**src/rtl/ins_loader_pkg.sv**
```systemverilog
// ins_loader_pkg: shared definitions for the boot-time instruction loader.
//   state_e    - loader state encoding (CHECK only reachable with INS_LOADER_CHECKSUM_EN)
//   DEF_ADDR_W - default instruction-memory word-address width
//   MAX_LEN    - largest legal image length for DEF_ADDR_W (2^DEF_ADDR_W words)
//   CSUM_W     - checksum accumulator width
//   max_len()  - image capacity for an arbitrary address width
package ins_loader_pkg;

    typedef enum logic [2:0] {
        IDLE,
        LOAD,
        CHECK,
        RUN,
        ERR
    } state_e;

    localparam int unsigned DEF_ADDR_W = 8;
    localparam int unsigned CSUM_W     = 32;

    function automatic int unsigned max_len(input int unsigned addr_w);
        return 32'd1 << addr_w;
    endfunction

    localparam int unsigned MAX_LEN = max_len(DEF_ADDR_W);

endpackage

```
**src/rtl/ins_csum.sv**
```systemverilog
// ins_csum: 32-bit wrap-around accumulator for the image checksum.
// Ports:
//   clk_i  - clock
//   rst_ni - asynchronous active-low reset
//   clr_i  - clear accumulator to zero
//   add_i  - add data_i into the accumulator
//   data_i - word to add / candidate check word
//   zero_o - high when accumulator + data_i is zero (mod 2^32)
module ins_csum
    import ins_loader_pkg::*;
(
    input  logic              clk_i,
    input  logic              rst_ni,
    input  logic              clr_i,
    input  logic              add_i,
    input  logic [CSUM_W-1:0] data_i,
    output logic              zero_o
);

    logic [CSUM_W-1:0] acc_q;
    logic [CSUM_W-1:0] acc_d;
    logic [CSUM_W-1:0] sum_w;

    // The check word is compared on the fly rather than accumulated first,
    // so the verdict is available on the cycle the check word is accepted.
    assign sum_w  = acc_q + data_i;
    assign zero_o = (sum_w == '0);

    always_comb begin
        acc_d = acc_q;
        if (clr_i) begin
            acc_d = '0;
        end else if (add_i) begin
            acc_d = sum_w;
        end
    end

    always_ff @(posedge clk_i or negedge rst_ni) begin
        if (!rst_ni) begin
            acc_q <= '0;
        end else begin
            acc_q <= acc_d;
        end
    end

endmodule

```
**src/rtl/ins_loader.sv**
```systemverilog
// ins_loader: boot-time instruction loader in front of the core's fetch stage.
// Streams 32-bit words (valid/ready) into instruction memory, one word per
// address, holding the core in reset until the image is fully written.
// Optional macro INS_LOADER_CHECKSUM_EN: after the image, one extra check word
// is accepted (never written); image sum + check word must be 0 mod 2^32.
// Ports:
//   CLK, RST      - clock, asynchronous active-low reset
//   Start, Len    - load request and image length in words
//   S_Valid/S_Data/S_Ready - input word stream handshake
//   W_Ins/W_Addr/WE - instruction-memory write port
//   Core_RST      - active-low core reset (0 holds the core)
//   Busy/Done/Err - status: loading, image running, sticky error
module ins_loader
    import ins_loader_pkg::*;
#(
    parameter int unsigned ADDR_W = DEF_ADDR_W
) (
    input  logic              CLK,
    input  logic              RST,
    input  logic              Start,
    input  logic [ADDR_W:0]   Len,
    input  logic              S_Valid,
    input  logic [31:0]       S_Data,
    output logic              S_Ready,
    output logic [31:0]       W_Ins,
    output logic [ADDR_W-1:0] W_Addr,
    output logic              WE,
    output logic              Core_RST,
    output logic              Busy,
    output logic              Done,
    output logic              Err
);

    localparam logic [ADDR_W:0] LEN_MAX = (ADDR_W + 1)'(max_len(ADDR_W));
    localparam logic [ADDR_W:0] ONE     = (ADDR_W + 1)'(1);

    state_e            state_q, state_d;
    logic [ADDR_W:0]   cnt_q, cnt_d;
    logic [ADDR_W:0]   len_q, len_d;
    logic [31:0]       w_ins_q, w_ins_d;
    logic [ADDR_W-1:0] w_addr_q, w_addr_d;
    logic              we_q, we_d;
    logic              s_ready_q, s_ready_d;
    logic              busy_q, busy_d;
    logic              done_q, done_d;
    logic              err_q, err_d;
    logic              core_rst_q, core_rst_d;
    logic              xfer;
    logic              last;

    assign xfer = S_Valid && s_ready_q;
    // cnt is one bit wider than the address so a full-depth image never wraps.
    assign last = (cnt_q == (len_q - ONE));

`ifdef INS_LOADER_CHECKSUM_EN
    logic csum_clr;
    logic csum_add;
    logic csum_zero;

    ins_csum u_csum (
        .clk_i  (CLK),
        .rst_ni (RST),
        .clr_i  (csum_clr),
        .add_i  (csum_add),
        .data_i (S_Data),
        .zero_o (csum_zero)
    );
`endif

    // Status outputs are computed from the next state so that, once
    // registered, they line up exactly with the state they describe.
    always_comb begin
        state_d    = state_q;
        cnt_d      = cnt_q;
        len_d      = len_q;
        w_ins_d    = w_ins_q;
        w_addr_d   = w_addr_q;
        we_d       = 1'b0;
        s_ready_d  = s_ready_q;
        busy_d     = busy_q;
        done_d     = done_q;
        err_d      = err_q;
        core_rst_d = core_rst_q;
`ifdef INS_LOADER_CHECKSUM_EN
        csum_clr   = 1'b0;
        csum_add   = 1'b0;
`endif

        unique case (state_q)
            IDLE, ERR, RUN: begin
                // RUN releases the core one cycle after entry, i.e. after the
                // final write strobe has been presented to memory.
                core_rst_d = (state_q == RUN);
                if (Start) begin
                    core_rst_d = 1'b0;
                    if (Len > LEN_MAX) begin
                        state_d   = ERR;
                        err_d     = 1'b1;
                        s_ready_d = 1'b0;
                        busy_d    = 1'b0;
                        done_d    = 1'b0;
                    end else begin
                        err_d = 1'b0;
                        cnt_d = '0;
                        len_d = Len;
`ifdef INS_LOADER_CHECKSUM_EN
                        csum_clr = 1'b1;
`endif
                        if (Len == '0) begin
`ifdef INS_LOADER_CHECKSUM_EN
                            state_d   = CHECK;
                            s_ready_d = 1'b1;
                            busy_d    = 1'b1;
                            done_d    = 1'b0;
`else
                            state_d   = RUN;
                            s_ready_d = 1'b0;
                            busy_d    = 1'b0;
                            done_d    = 1'b1;
`endif
                        end else begin
                            state_d   = LOAD;
                            s_ready_d = 1'b1;
                            busy_d    = 1'b1;
                            done_d    = 1'b0;
                        end
                    end
                end
            end

            LOAD: begin
                if (xfer) begin
                    w_ins_d  = S_Data;
                    w_addr_d = cnt_q[ADDR_W-1:0];
                    we_d     = 1'b1;
                    cnt_d    = cnt_q + ONE;
`ifdef INS_LOADER_CHECKSUM_EN
                    csum_add = 1'b1;
`endif
                    if (last) begin
`ifdef INS_LOADER_CHECKSUM_EN
                        state_d   = CHECK;
`else
                        state_d   = RUN;
                        s_ready_d = 1'b0;
                        busy_d    = 1'b0;
                        done_d    = 1'b1;
`endif
                    end
                end
            end

`ifdef INS_LOADER_CHECKSUM_EN
            CHECK: begin
                if (xfer) begin
                    s_ready_d = 1'b0;
                    busy_d    = 1'b0;
                    if (csum_zero) begin
                        state_d = RUN;
                        done_d  = 1'b1;
                    end else begin
                        state_d = ERR;
                        err_d   = 1'b1;
                    end
                end
            end
`endif

            default: begin
                state_d    = IDLE;
                s_ready_d  = 1'b0;
                busy_d     = 1'b0;
                done_d     = 1'b0;
                core_rst_d = 1'b0;
            end
        endcase
    end

    always_ff @(posedge CLK or negedge RST) begin
        if (!RST) begin
            state_q    <= IDLE;
            cnt_q      <= '0;
            len_q      <= '0;
            w_ins_q    <= '0;
            w_addr_q   <= '0;
            we_q       <= 1'b0;
            s_ready_q  <= 1'b0;
            busy_q     <= 1'b0;
            done_q     <= 1'b0;
            err_q      <= 1'b0;
            core_rst_q <= 1'b0;
        end else begin
            state_q    <= state_d;
            cnt_q      <= cnt_d;
            len_q      <= len_d;
            w_ins_q    <= w_ins_d;
            w_addr_q   <= w_addr_d;
            we_q       <= we_d;
            s_ready_q  <= s_ready_d;
            busy_q     <= busy_d;
            done_q     <= done_d;
            err_q      <= err_d;
            core_rst_q <= core_rst_d;
        end
    end

    assign S_Ready  = s_ready_q;
    assign W_Ins    = w_ins_q;
    assign W_Addr   = w_addr_q;
    assign WE       = we_q;
    assign Core_RST = core_rst_q;
    assign Busy     = busy_q;
    assign Done     = done_q;
    assign Err      = err_q;

endmodule

```
**config.mk**
```make
export PLATFORM = sky130hd
export DESIGN_NAME = ins_loader
export DESIGN_NICKNAME = d
export VERILOG_FILES = /design/src/rtl/ins_loader_pkg.sv /design/src/rtl/ins_csum.sv /design/src/rtl/ins_loader.sv
export SDC_FILE = /design/constraint.sdc
export NUM_CORES = 1
export LEC_CHECK = 0
export ABC_AREA = 0
export ABC_CLOCK_PERIOD_IN_PS = 2800
export BUFFER_PORTS_ARGS = -buffer_cell sky130_fd_sc_hd__clkbuf_2
export CAP_MARGIN = 15
export CORE_UTILIZATION = 35
export DETAILED_ROUTE_END_ITERATION = 6
export PLACE_DENSITY_LB_ADDON = 0.12
export SYNTH_ARGS = -nofsm -noshare
export SYNTH_HDL_FRONTEND = slang
export SYNTH_SLANG_ARGS = --single-unit
export TNS_END_PERCENT = 20
```
**constraint.sdc**
```tcl
create_clock -name CLK -period 2.8 [get_ports CLK]
set_input_delay 0.84 -clock CLK [delete_from_list [all_inputs] [get_ports CLK]]
set_output_delay 0.84 -clock CLK [all_outputs]
set_load 0.02 [all_outputs]
```
Word-level counts from Yosys, hierarchy flattened
Index checks and enable logic that the tools add are counted.
Widths: inputs -> output; s select.
Cells by class
  $add $sub $neg: 2
  magnitude comparators: 1
  equal/unequal tests: 8
  mux-type cells: 27
  bitwise gates (word level): 1
  reduce and logical (&&, ||, !) cells: 10
Operators with widths (count)
  $mux 9: 3
  $pmux 9 s2: 1
  $mux 1: 14
  $mux 3: 4
  $add 9x1->9 const B: 1
  $eq 9x9->1: 1
  $gt 9x9->1 const B: 1
  $logic_not 9->1: 1
  $sub 9x1->9 const B: 1
  $ne 2x2->1 const B: 4
  $pmux 1 s2: 3
  $pmux 3 s2: 1
  $reduce_and 3->1: 2
  $reduce_and 2->1: 2
  $reduce_and 4->1: 1
  $eq 3x1->1 const B: 1
  $eq 3x2->1 const B: 1
  $eq 3x3->1 const B: 1
  $logic_not 3->1: 1
  $reduce_or 3->1: 1
  $mux 2: 1
  $reduce_bool 2->1: 1
  $logic_and 1x1->1: 1
  $not 1->1: 1
Storage, ports and cells
  flip-flop bits (word level): 66
  input bits: 45
  output and inout bits: 46

Logic depth before layout (Yosys ltp)
Gate-level depths: netlist of the first run.
  depth in word-level cells: 5
  depth in mapped cells: 8

Least setup slack after synthesis of the first run
No wires, ideal clock.
  path kind: input port to flip-flop
  start: input port Len[5]
  end: register cnt_q[0]
  arrival: 2308 ps
  setup slack: 367 ps
  stages: 7
  buffers on the path: 0
  cells stage by stage: nor4_1 nand2_1 ha_1 or3b_4 a21oi_4 nor2_1 mux2_2
Between the ends
  word-level cells in the longest chain between the ends: 3
Ends and longest elaborated chain
  start, declared: line ins_loader.sv:21  | input logic [ADDR_W:0] Len,
  $gt 9x9->1: line ins_loader.sv:96  | if (Len > LEN_MAX) begin
  $ne 2x2->1 (no source line)
  $reduce_and 4->1 (no source line)
  end signal, assigned: line ins_loader.sv:194  | cnt_q <= cnt_d;
  end, declared: line ins_loader.sv:38  | logic [ADDR_W:0] cnt_q, cnt_d;
No other way between the ends.
A chain may end at the register's enable or synchronous reset.

Worst setup path after layout of the first run
  start: input port Len[5]
  end: register cnt_q[4]
Same word-level chain as after synthesis.

==> metrics.cfg, run 1 <==
[outcome]
status = finished clean

[drt]
drt_iter0_drc = 85
wl_per_cell_um = 12.73
antenna_left = 0
wl_um = 6874
firstDrtPassIters = 4
via_per_inst = 4.794
dr_total_vias = 2589
route.detailed.drc = 0

[min_path]
hp-class = input port to async pin

[floorplanning]
rows = 33
start_util_pct = 36.87
io_pins = 91
die_x_um = 95.74
die_y_um = 95.74
core_area_um2 = 8341
dieArea_um2 = 9166

[sta]
fin_skew_ns = 0.009995
finalSetupViolCount = 0
final_max_slew_viol_count = 0
slew_headroom_pct = 67.88
max_freq_ghz = 0.3939
worst_pin_slew_ns = 0.4818
min_period_ns = 2.539
hold_violations = 0
rsz0062_at_grt = false
tns_ns = 0
min_period_over_period_pct = 90.67

[pwr]
p_leak_nw = 2.052
ir_drop_mv = 0.6252
power_density_nw_per_um2 = 1110

[logic_synthesis]
synth_cell_types = 52
ys_seq_area_share_pct = 52.89
ys_ff_latch = 65
synth_area_leader_cell = dfrtp_1
yosysTopAreaCellShare_pct = 52.89
syn_avg_cell_area_um2 = 8.993
synth_area_leaders = dfrtp_1 53%, nand2_1 18%, xor2_1 2.6%
ys.flop_type = dfrtp_1
ys_warn_count = 0
synth_nets = 391
syn_area_um2 = 3075
synth-async-reset-ratio_pct = 100.0
synthTopCellsByCount = 151 x nand2_1, 65 x dfrtp_1, 12 x nor2_1
synth-edff-count = 0
yosysMostFrequentCell = nand2_1
syn_inst = 342

[clocking]
clock-root-buffer = clkbuf_8
cts.sinks = 65
clock_latency_ns = 0.33
clkTransAtPathRegs_ns = 0.07
cts_tree = done
htreeDepth = 3
cts.repair.resized = 0
hold_buffers = 0
cts_buffer_depth = 2
cts_setup_buffers = 0
cts_buffers = 9

[critical_path]
critPathMaxFanout = 5
worst-setup-path-type = input port to flip-flop
crit_arrival_ns = 2.74
crit_required_ns = 3.00
start_kind = input port
endpoint_kind = flip-flop

[grt]
antenna_found_initial = 0
grt_pass1_vias = 2532
grt_pass1_wl_um = 11740
grt_max_degree = 42
grt.total_usage_pct = 16.75
overflow = 0

[placed_design]
portBuffers = 90
hpwl_um = 4841
globalplace.congestion = 0.7343

[layout]
diodes = 0
nets = 479
synthToLayoutAreaGrowth_pct = 24.21
post-route-util_pct = 45.80
layout-drive-gt1-share_pct = 28.28

[run]
cap_violations = 0

-- flip-flops by register name (all words and copies together) (netlist names) --
signal,flops
WE,1
Err,1
state_q,2
W_Ins,32
W_Addr,8
Done,1
len_q,9
Busy,1
cnt_q,9
Core_RST,1
-- critical path, stage by stage --
cell and delay, ns:
clkbuf_2 0.09, nor4_1 0.40, nand2_1 0.15, ha_1 0.26
or3b_4 0.41, a21oi_4 0.19, nor2_1 0.12, o21ai_0 0.19
o21ai_0 0.10
-- layout make-up --
| cell class | instances | area [um^2] |
|---|---|---|
| sequential | 65 | 1627 |
| tap | 105 | 131.4 |
| inverter | 7 | 26.28 |
| clock buffer | 10 | 127.6 |
| fill | 870 | 4521 |
| multi-input combinational | 252 | 1325 |
| timing repair buffer | 95 | 500.5 |
| clock inverter | 6 | 82.58 |
-- per-layer routing --
metal	part of all wire (%)	up-vias	routed length [um]	GRT usage, %
li1	-	1291	-	-
met1	48	1218	3286	22.07
met3	6.2	10	427	4.739
met4	1.1	0	77	6.592
met5	0	-	0	0
met2	45	70	3083	26.07
-- report_power, final --
group          internal, mW  switching [mW]  total, mW
clock network         0.497           0.359      0.856
registers              1.30           0.322       1.63
logic                 0.664            1.10       1.76
total                  2.46            1.78       4.24
-- stage by stage --
| stage | setup slack, ns | cells | cell area [um^2] | power, mW | hold WS [ns] |
|---|---|---|---|---|---|
| after floorplan | 0.3673 | 342 | 3075 | 2.883 | 0.4749 |
| after global placement | 0.02050 | 524 | 3610 | 3.408 | 0.4578 |
| after detailed placement | -0.06053 | 524 | 3610 | 3.430 | 0.4609 |
| after CTS | 0.2849 | 540 | 3820 | 4.309 | 0.4696 |
| after global routing | 0.1484 | 540 | 3820 | 4.585 | 0.4973 |
| final | 0.2612 | 540 | 3820 | 4.242 | 0.4617 |
-- path summary, 6_finish.rpt --
check	from	end	slack, ns	cells past startpoint
worst max register to register	len_q[0]$_DFFE_PN0P_	Done$_DFFE_PN0P_	0.83	7
min in group CLK	W_Ins[1]$_DFFE_PN0P_	W_Ins[1]$_DFFE_PN0P_	0.48	2
max in group asynchronous	RST	cnt_q[2]$_DFFE_PN0P_	1.72	2
worst min register to register	W_Ins[1]$_DFFE_PN0P_	W_Ins[1]$_DFFE_PN0P_	0.48	2
worst max-delay path	Len[5]	cnt_q[4]$_DFFE_PN0P_	0.26	9
worst min-delay path	RST	cnt_q[8]$_DFFE_PN0P_	0.46	1
-- placed cells by master (no fill, tap or decap), types with 6 or more instances in the layout --
cell	count
nor2_1	12
clkbuf_8	9
xnor2_1	6
o21ai_0	11
xor2_1	9
dfrtp_1	65
clkbuf_2	89
inv_1	6
nand2_1	151
-- kinds of logic (layout without fill, tap and decap cells) --
family	count (synthesis)	after routing	share of synthesized area (%)
AOI/OAI and AO/OA	40	40	9.521
adders and majority gates	4	4	1.627
DFF	65	65	52.89
xor gates and xnor gates	15	15	4.272
buffers and inverters	25	118	4.027
and+or+nand+nor	190	190	26.61
muxes	3	3	1.058
(Power assumes the default switching activity.)
==> run 2: changes to the inputs <==
GPL_TIMING_DRIVEN = 0   (was not set)
RECOVER_POWER = 100   (was not set)
REMOVE_ABC_BUFFERS = 1   (was not set)
==> metrics.cfg, run 2 (same netlist as run 1, synthesis figures left out) <==
[outcome]
status = finished with violations
violations = max-capacitance violations, max-slew violations

[clocking]
clock-root-buffer = clkbuf_8
hold_buffers = 0  ; unchanged
cts_buffer_depth = 2  ; unchanged
cts_tree = done
cts_setup_buffers = 0  ; unchanged
cts_buffers = 9  ; unchanged
clkTransAtPathRegs_ns = 0.07  ; about the same
cts.sinks = 65  ; unchanged
htreeDepth = 3  ; unchanged
clock_latency_ns = 0.34  ; about the same

[grt]
grt_max_degree = 48  ; +14%
antenna_found_initial = 0  ; unchanged
overflow = 0  ; unchanged
grt.total_usage_pct = 16.08  ; -0.67 points
grt_pass1_vias = 2283  ; -9.8%
grt_pass1_wl_um = 11060  ; -5.8%

[pwr]
power.total_mw = 4.174  ; -1.6%
power_density_nw_per_um2 = 1118  ; +0.67%
ir_drop_mv = 0.4464  ; -29%
p_leak_nw = 1.881  ; -8.3%

[sta]
min_period_over_period_pct = 88.21  ; -2.5 points
worst_pin_slew_ns = 1.768  ; +1.286 ns
tns_ns = 0  ; unchanged
hold_violations = 0  ; unchanged
max_freq_ghz = 0.4049  ; +2.8%
rsz0062_at_grt = false
fin_skew_ns = 0.01187  ; +0.001880 ns
final_max_slew_viol_count = 31  ; +31
min_period_ns = 2.470  ; -0.06898 ns
slew_headroom_pct = -17.88  ; -86 points
finalSetupViolCount = 0  ; unchanged

[layout]
synthToLayoutAreaGrowth_pct = 21.40
layout_common_cells = 151 x nand2_1, 65 x dfrtp_1, 49 x clkbuf_1, 41 x clkbuf_2, 13 x nor2_1
final_common_cell = nand2_1
multi_input_area_um2 = 1319  ; -0.47%
nets = 475  ; -0.84%
largest_reg_flops = 32  ; unchanged
layout-drive-gt1-share_pct = 15.15  ; -13 points
seq_area_um2 = 1627  ; unchanged
instances_no_fill = 534  ; -1.1%
diodes = 0  ; unchanged
n_fill_cell = 877  ; +0.80%

[drt]
drt_iter0_drc = 96  ; +13%
wl_um = 6855  ; -0.28%
wl_per_cell_um = 12.84  ; +0.84%
antenna_left = 0  ; unchanged
dr_total_vias = 2502  ; -3.4%
firstDrtPassIters = 4  ; unchanged
route.detailed.drc = 0  ; unchanged
via_per_inst = 4.685  ; -2.3%

[floorplanning]
io_pins = 91  ; unchanged
die_y_um = 95.74  ; unchanged
core_area_um2 = 8341  ; unchanged
dieArea_um2 = 9166  ; unchanged
rows = 33  ; unchanged
die_x_um = 95.74  ; unchanged
start_util_pct = 36.87  ; unchanged

[placed_design]
hpwl_um = 4640  ; -4.2%
place_inst = 520  ; -0.76%
globalplace.congestion = 0.8120  ; +11%
portBuffers = 90  ; unchanged

[critical_path]
endpoint_kind = flip-flop
start_kind = input port
worst-setup-path-type = input port to flip-flop
critPathMaxFanout = 5  ; unchanged
crit_required_ns = 3.02  ; +0.02 ns
crit_arrival_ns = 2.69  ; -0.05 ns

[run]
cap_violations = 1  ; +1

[min_path]
hp-class = flip-flop to flip-flop

run 2: report_power, final:
| group | total, mW | internal, mW | switching, mW |
|---|---|---|---|
| clock | 0.891 | 0.539 | 0.352 |
| combinational | 1.65 | 0.570 | 1.08 |
| sequential | 1.63 | 1.30 | 0.325 |
| total | 4.17 | 2.41 | 1.76 |
run 2: metal layers:
metal	part of all wire, %	wire length [um]	track usage [%]	up-vias
li1	-	-	-	1277
met1	48	3278	20.31	1160
met5	0	0	0	-
met4	0.92	63	4.478	0
met3	4.9	333	5.687	5
met2	46	3180	26.07	60
run 2: timing repair:
| action | CTS | global route |
|---|---|---|
| gates cloned | 0 | 0 |
| gates resized for setup | 2 | 1 |
| endpoints found under the setup margin | 47 | 5 |
| pin swaps | 0 | 0 |
run 2: worst paths after layout:
path                                         from                     to  slack (ns)  depth (start not counted)
max in group asynchronous                     RST  W_Ins[12]$_DFFE_PN0P_        0.80                          1
hold / removal               W_Ins[0]$_DFFE_PN0P_   W_Ins[0]$_DFFE_PN0P_        0.48                          2
hold reg to reg              W_Ins[0]$_DFFE_PN0P_   W_Ins[0]$_DFFE_PN0P_        0.48                          2
setup / recovery                           Len[5]   cnt_q[0]$_DFFE_PN0P_        0.33                          8
min in group asynchronous                     RST        Err$_DFFE_PN0P_        0.97                          1
setup reg to reg           state_q[0]$_DFFE_PN0P_       Done$_DFFE_PN0P_        0.48                          6
run 2: through the flow:
| step | setup slack, ns | area (um^2) | hold slack (ns) | util [%] |
|---|---|---|---|---|
| 2_1_floorplan | 0.3647 | 2978 | 0.4749 | - |
| 3_3_place_gp | -0.3910 | 3560 | 0.4577 | 42.68 |
| 3_5_place_dp | -0.3578 | 3582 | 0.4616 | 42.95 |
| 4_1_cts | 0.04077 | 3804 | 0.4815 | 45.60 |
| 5_1_grt | 0.1451 | 3734 | 0.4972 | 44.76 |
| 6_report | 0.3301 | 3734 | 0.4773 | 44.76 |
run 2: layout make-up:
| class | instances | share of cell area, % |
|---|---|---|
| clock buffer | 11 | 4.055 |
| clock inverter | 3 | 1.743 |
| inverter | 7 | 0.8378 |
| multi-input combinational | 252 | 35.32 |
| sequential | 65 | 43.57 |
| tap | 105 | 3.519 |
| timing repair buffer | 91 | 10.96 |
run 2: critical path, stage by stage:
cell      delay [ns]
clkbuf_1        0.08
nor4_1          0.31
nand2_1         0.14
ha_1            0.26
or3b_1          0.43
a21oi_4         0.22
nor2_1          0.12
mux2_2          0.29
==> run 3: changes to the inputs <==
MAX_ROUTING_LAYER = met4   (was not set)
==> metrics.cfg, run 3 (same netlist as run 1, synthesis figures left out) <==
[outcome]
status = finished with violations
violations = max-capacitance violations, max-slew violations

[grt]
grt_pass1_wl_um = 11050  ; about the same
grt_pass1_vias = 2280  ; -0.13%
grt_max_degree = 48  ; unchanged
antenna_found_initial = 0  ; unchanged
grt.total_usage_pct = 16.54  ; +0.45 points
overflow = 0  ; unchanged

[sta]
max_freq_ghz = 0.4049  ; about the same
final_max_slew_viol_count = 31  ; unchanged
hold_violations = 0  ; unchanged
fin_skew_ns = 0.01041  ; -0.001468 ns
worst_slack_ns = 0.3306  ; +0.0004080 ns
min_period_over_period_pct = 88.19  ; about the same
rsz0062_at_grt = false
holdWs_ns = 0.4775  ; +0.0001780 ns
min_period_ns = 2.469  ; -0.0004080 ns
slew_headroom_pct = -17.74  ; +0.14 points
tns_ns = 0  ; unchanged
finalSetupViolCount = 0  ; unchanged
worst_pin_slew_ns = 1.766  ; -0.002101 ns

[layout]
layout-drive-gt1-share_pct = 15.15  ; unchanged
n_fill_cell = 877  ; unchanged
nets = 475  ; unchanged
final_common_cell = nand2_1
post-route-util_pct = 44.76  ; unchanged
stdcell_area_um2 = 3734  ; unchanged
diodes = 0  ; unchanged
largest_reg_flops = 32  ; unchanged
layout_common_cells = 151 x nand2_1, 65 x dfrtp_1, 49 x clkbuf_1, 41 x clkbuf_2, 13 x nor2_1
synthToLayoutAreaGrowth_pct = 21.40  ; unchanged

[critical_path]
worst-setup-path-type = input port to flip-flop
critPathMaxFanout = 5  ; unchanged
slowest_delay_ns = 0.43  ; about the same
start_kind = input port
crit_chain = clkbuf_1 > nor4_1 > nand2_1 > ha_1 > or3b_1 > a21oi_4 > nor2_1 > mux2_2
crit_required_ns = 3.02  ; about the same
crit_family = simple AND/OR/NAND/NOR gates
crit_arrival_ns = 2.69  ; about the same
endpoint_kind = flip-flop
slowest_stage = or3b_1
critPathBufInv = 1  ; unchanged

[pwr]
netSwitchingFraction_pct = 42.16  ; about the same
ir_drop_mv = 0.4445  ; -0.43%
p_leak_nw = 1.881  ; unchanged
power_density_nw_per_um2 = 1117  ; about the same
power.share.clock_pct = 21.3  ; about the same
internal_power_mw = 2.413  ; about the same
power_frac_comb_pct = 39.6  ; about the same
power_frac_seq_pct = 39.0  ; about the same
p_sw_mw = 1.758  ; -0.17%

[drt]
via_per_inst = 4.680  ; -0.12%
wl_met1_um = 3280  ; about the same
wl_per_cell_um = 12.80  ; -0.29%
top_layer = met4
dr_wl_met2_um = 3175  ; -0.16%
dr_wl_met3_um = 324  ; -2.7%
dr_total_vias = 2499  ; -0.12%
wl_um = 6835  ; -0.29%
drt_iter0_drc = 92  ; -4.2%
firstDrtPassIters = 4  ; unchanged
route.detailed.drc = 0  ; unchanged
antenna_left = 0  ; unchanged

[clocking]
hold_buffers = 0  ; unchanged
htreeDepth = 3  ; unchanged
clock_latency_ns = 0.34  ; about the same
clkTransAtPathRegs_ns = 0.07  ; about the same
cts_tree = done
cts_buffer_depth = 2  ; unchanged
cts_buffers = 9  ; unchanged
cts_setup_buffers = 0  ; unchanged
cts.sinks = 65  ; unchanged
clock-root-buffer = clkbuf_8

[floorplanning]
start_util_pct = 36.87  ; unchanged
die_y_um = 95.74  ; unchanged
die_x_um = 95.74  ; unchanged
rows = 33  ; unchanged
core_area_um2 = 8341  ; unchanged
io_pins = 91  ; unchanged
dieArea_um2 = 9166  ; unchanged

[placed_design]
placed_area_um2 = 3582  ; unchanged
pre_cts_ws_ns = -0.3578  ; unchanged
portBuffers = 90  ; unchanged
globalplace.congestion = 0.8240  ; +1.5%
hpwl_um = 4640  ; unchanged

[run]
cap_violations = 1  ; unchanged

[min_path]
hp-class = flip-flop to flip-flop

run 3: cell counts in the layout (fill, tap and decap cells not counted):
Identical to the previous run, type by type.
run 3: per-layer routing:
layer,vias to the layer above,GRT usage (%)
met4,0,4.478
met3,7,5.213
met1,1154,20.56
met5,-,-
met2,62,26.07
li1,1276,-
run 3: power by group through the flow:
| stage | clock network [mW] | registers, mW | logic (mW) |
|---|---|---|---|
| floorplan | 0 | 1.93 | 0.876 |
| global placement | 0 | 1.63 | 1.73 |
| detailed placement | 0 | 1.64 | 1.76 |
| CTS | 0.912 | 1.64 | 1.77 |
| global route | 0.951 | 1.69 | 1.85 |
| finish | 0.889 | 1.63 | 1.65 |
run 3: timing repair:
item	CTS	global route
endpoints found under the setup margin	47	5
gates resized for setup	2	1
hold endpoints to repair	0	0
run 3: final timing paths:
check                                       start                    end  slack, ns  cells past startpoint
max reg2reg                state_q[0]$_DFFE_PN0P_       Done$_DFFE_PN0P_       0.46                      6
min in group asynchronous                     RST        Err$_DFFE_PN0P_       0.97                      1
min                          W_Ins[0]$_DFFE_PN0P_   W_Ins[0]$_DFFE_PN0P_       0.48                      2
max in group asynchronous                     RST  W_Ins[12]$_DFFE_PN0P_       0.81                      1
min reg2reg                  W_Ins[0]$_DFFE_PN0P_   W_Ins[0]$_DFFE_PN0P_       0.48                      2
max                                        Len[5]   cnt_q[0]$_DFFE_PN0P_       0.33                      8
run 3: stage by stage:
stage | power (mW) | instances
floorplan | 2.806 | 324
global placement | 3.362 | 519
detailed placement | 3.402 | 520
CTS | 4.322 | 534
global route | 4.491 | 534
finish | 4.171 | 534
run 3: worst min-delay path: stages (launching register included):
cell and delay, ns:
dfrtp_1 0.34, nand2_1 0.05, nand2_1 0.05
run 3: cell type report:
cell class	instances	area [um^2]	area share, %
inverter	7	31.28	0.8378
clock inverter	3	65.06	1.743
sequential	65	1627	43.57
multi-input combinational	252	1319	35.32
timing repair buffer	91	409.1	10.96
clock buffer	11	151.4	4.055
tap	105	131.4	3.519
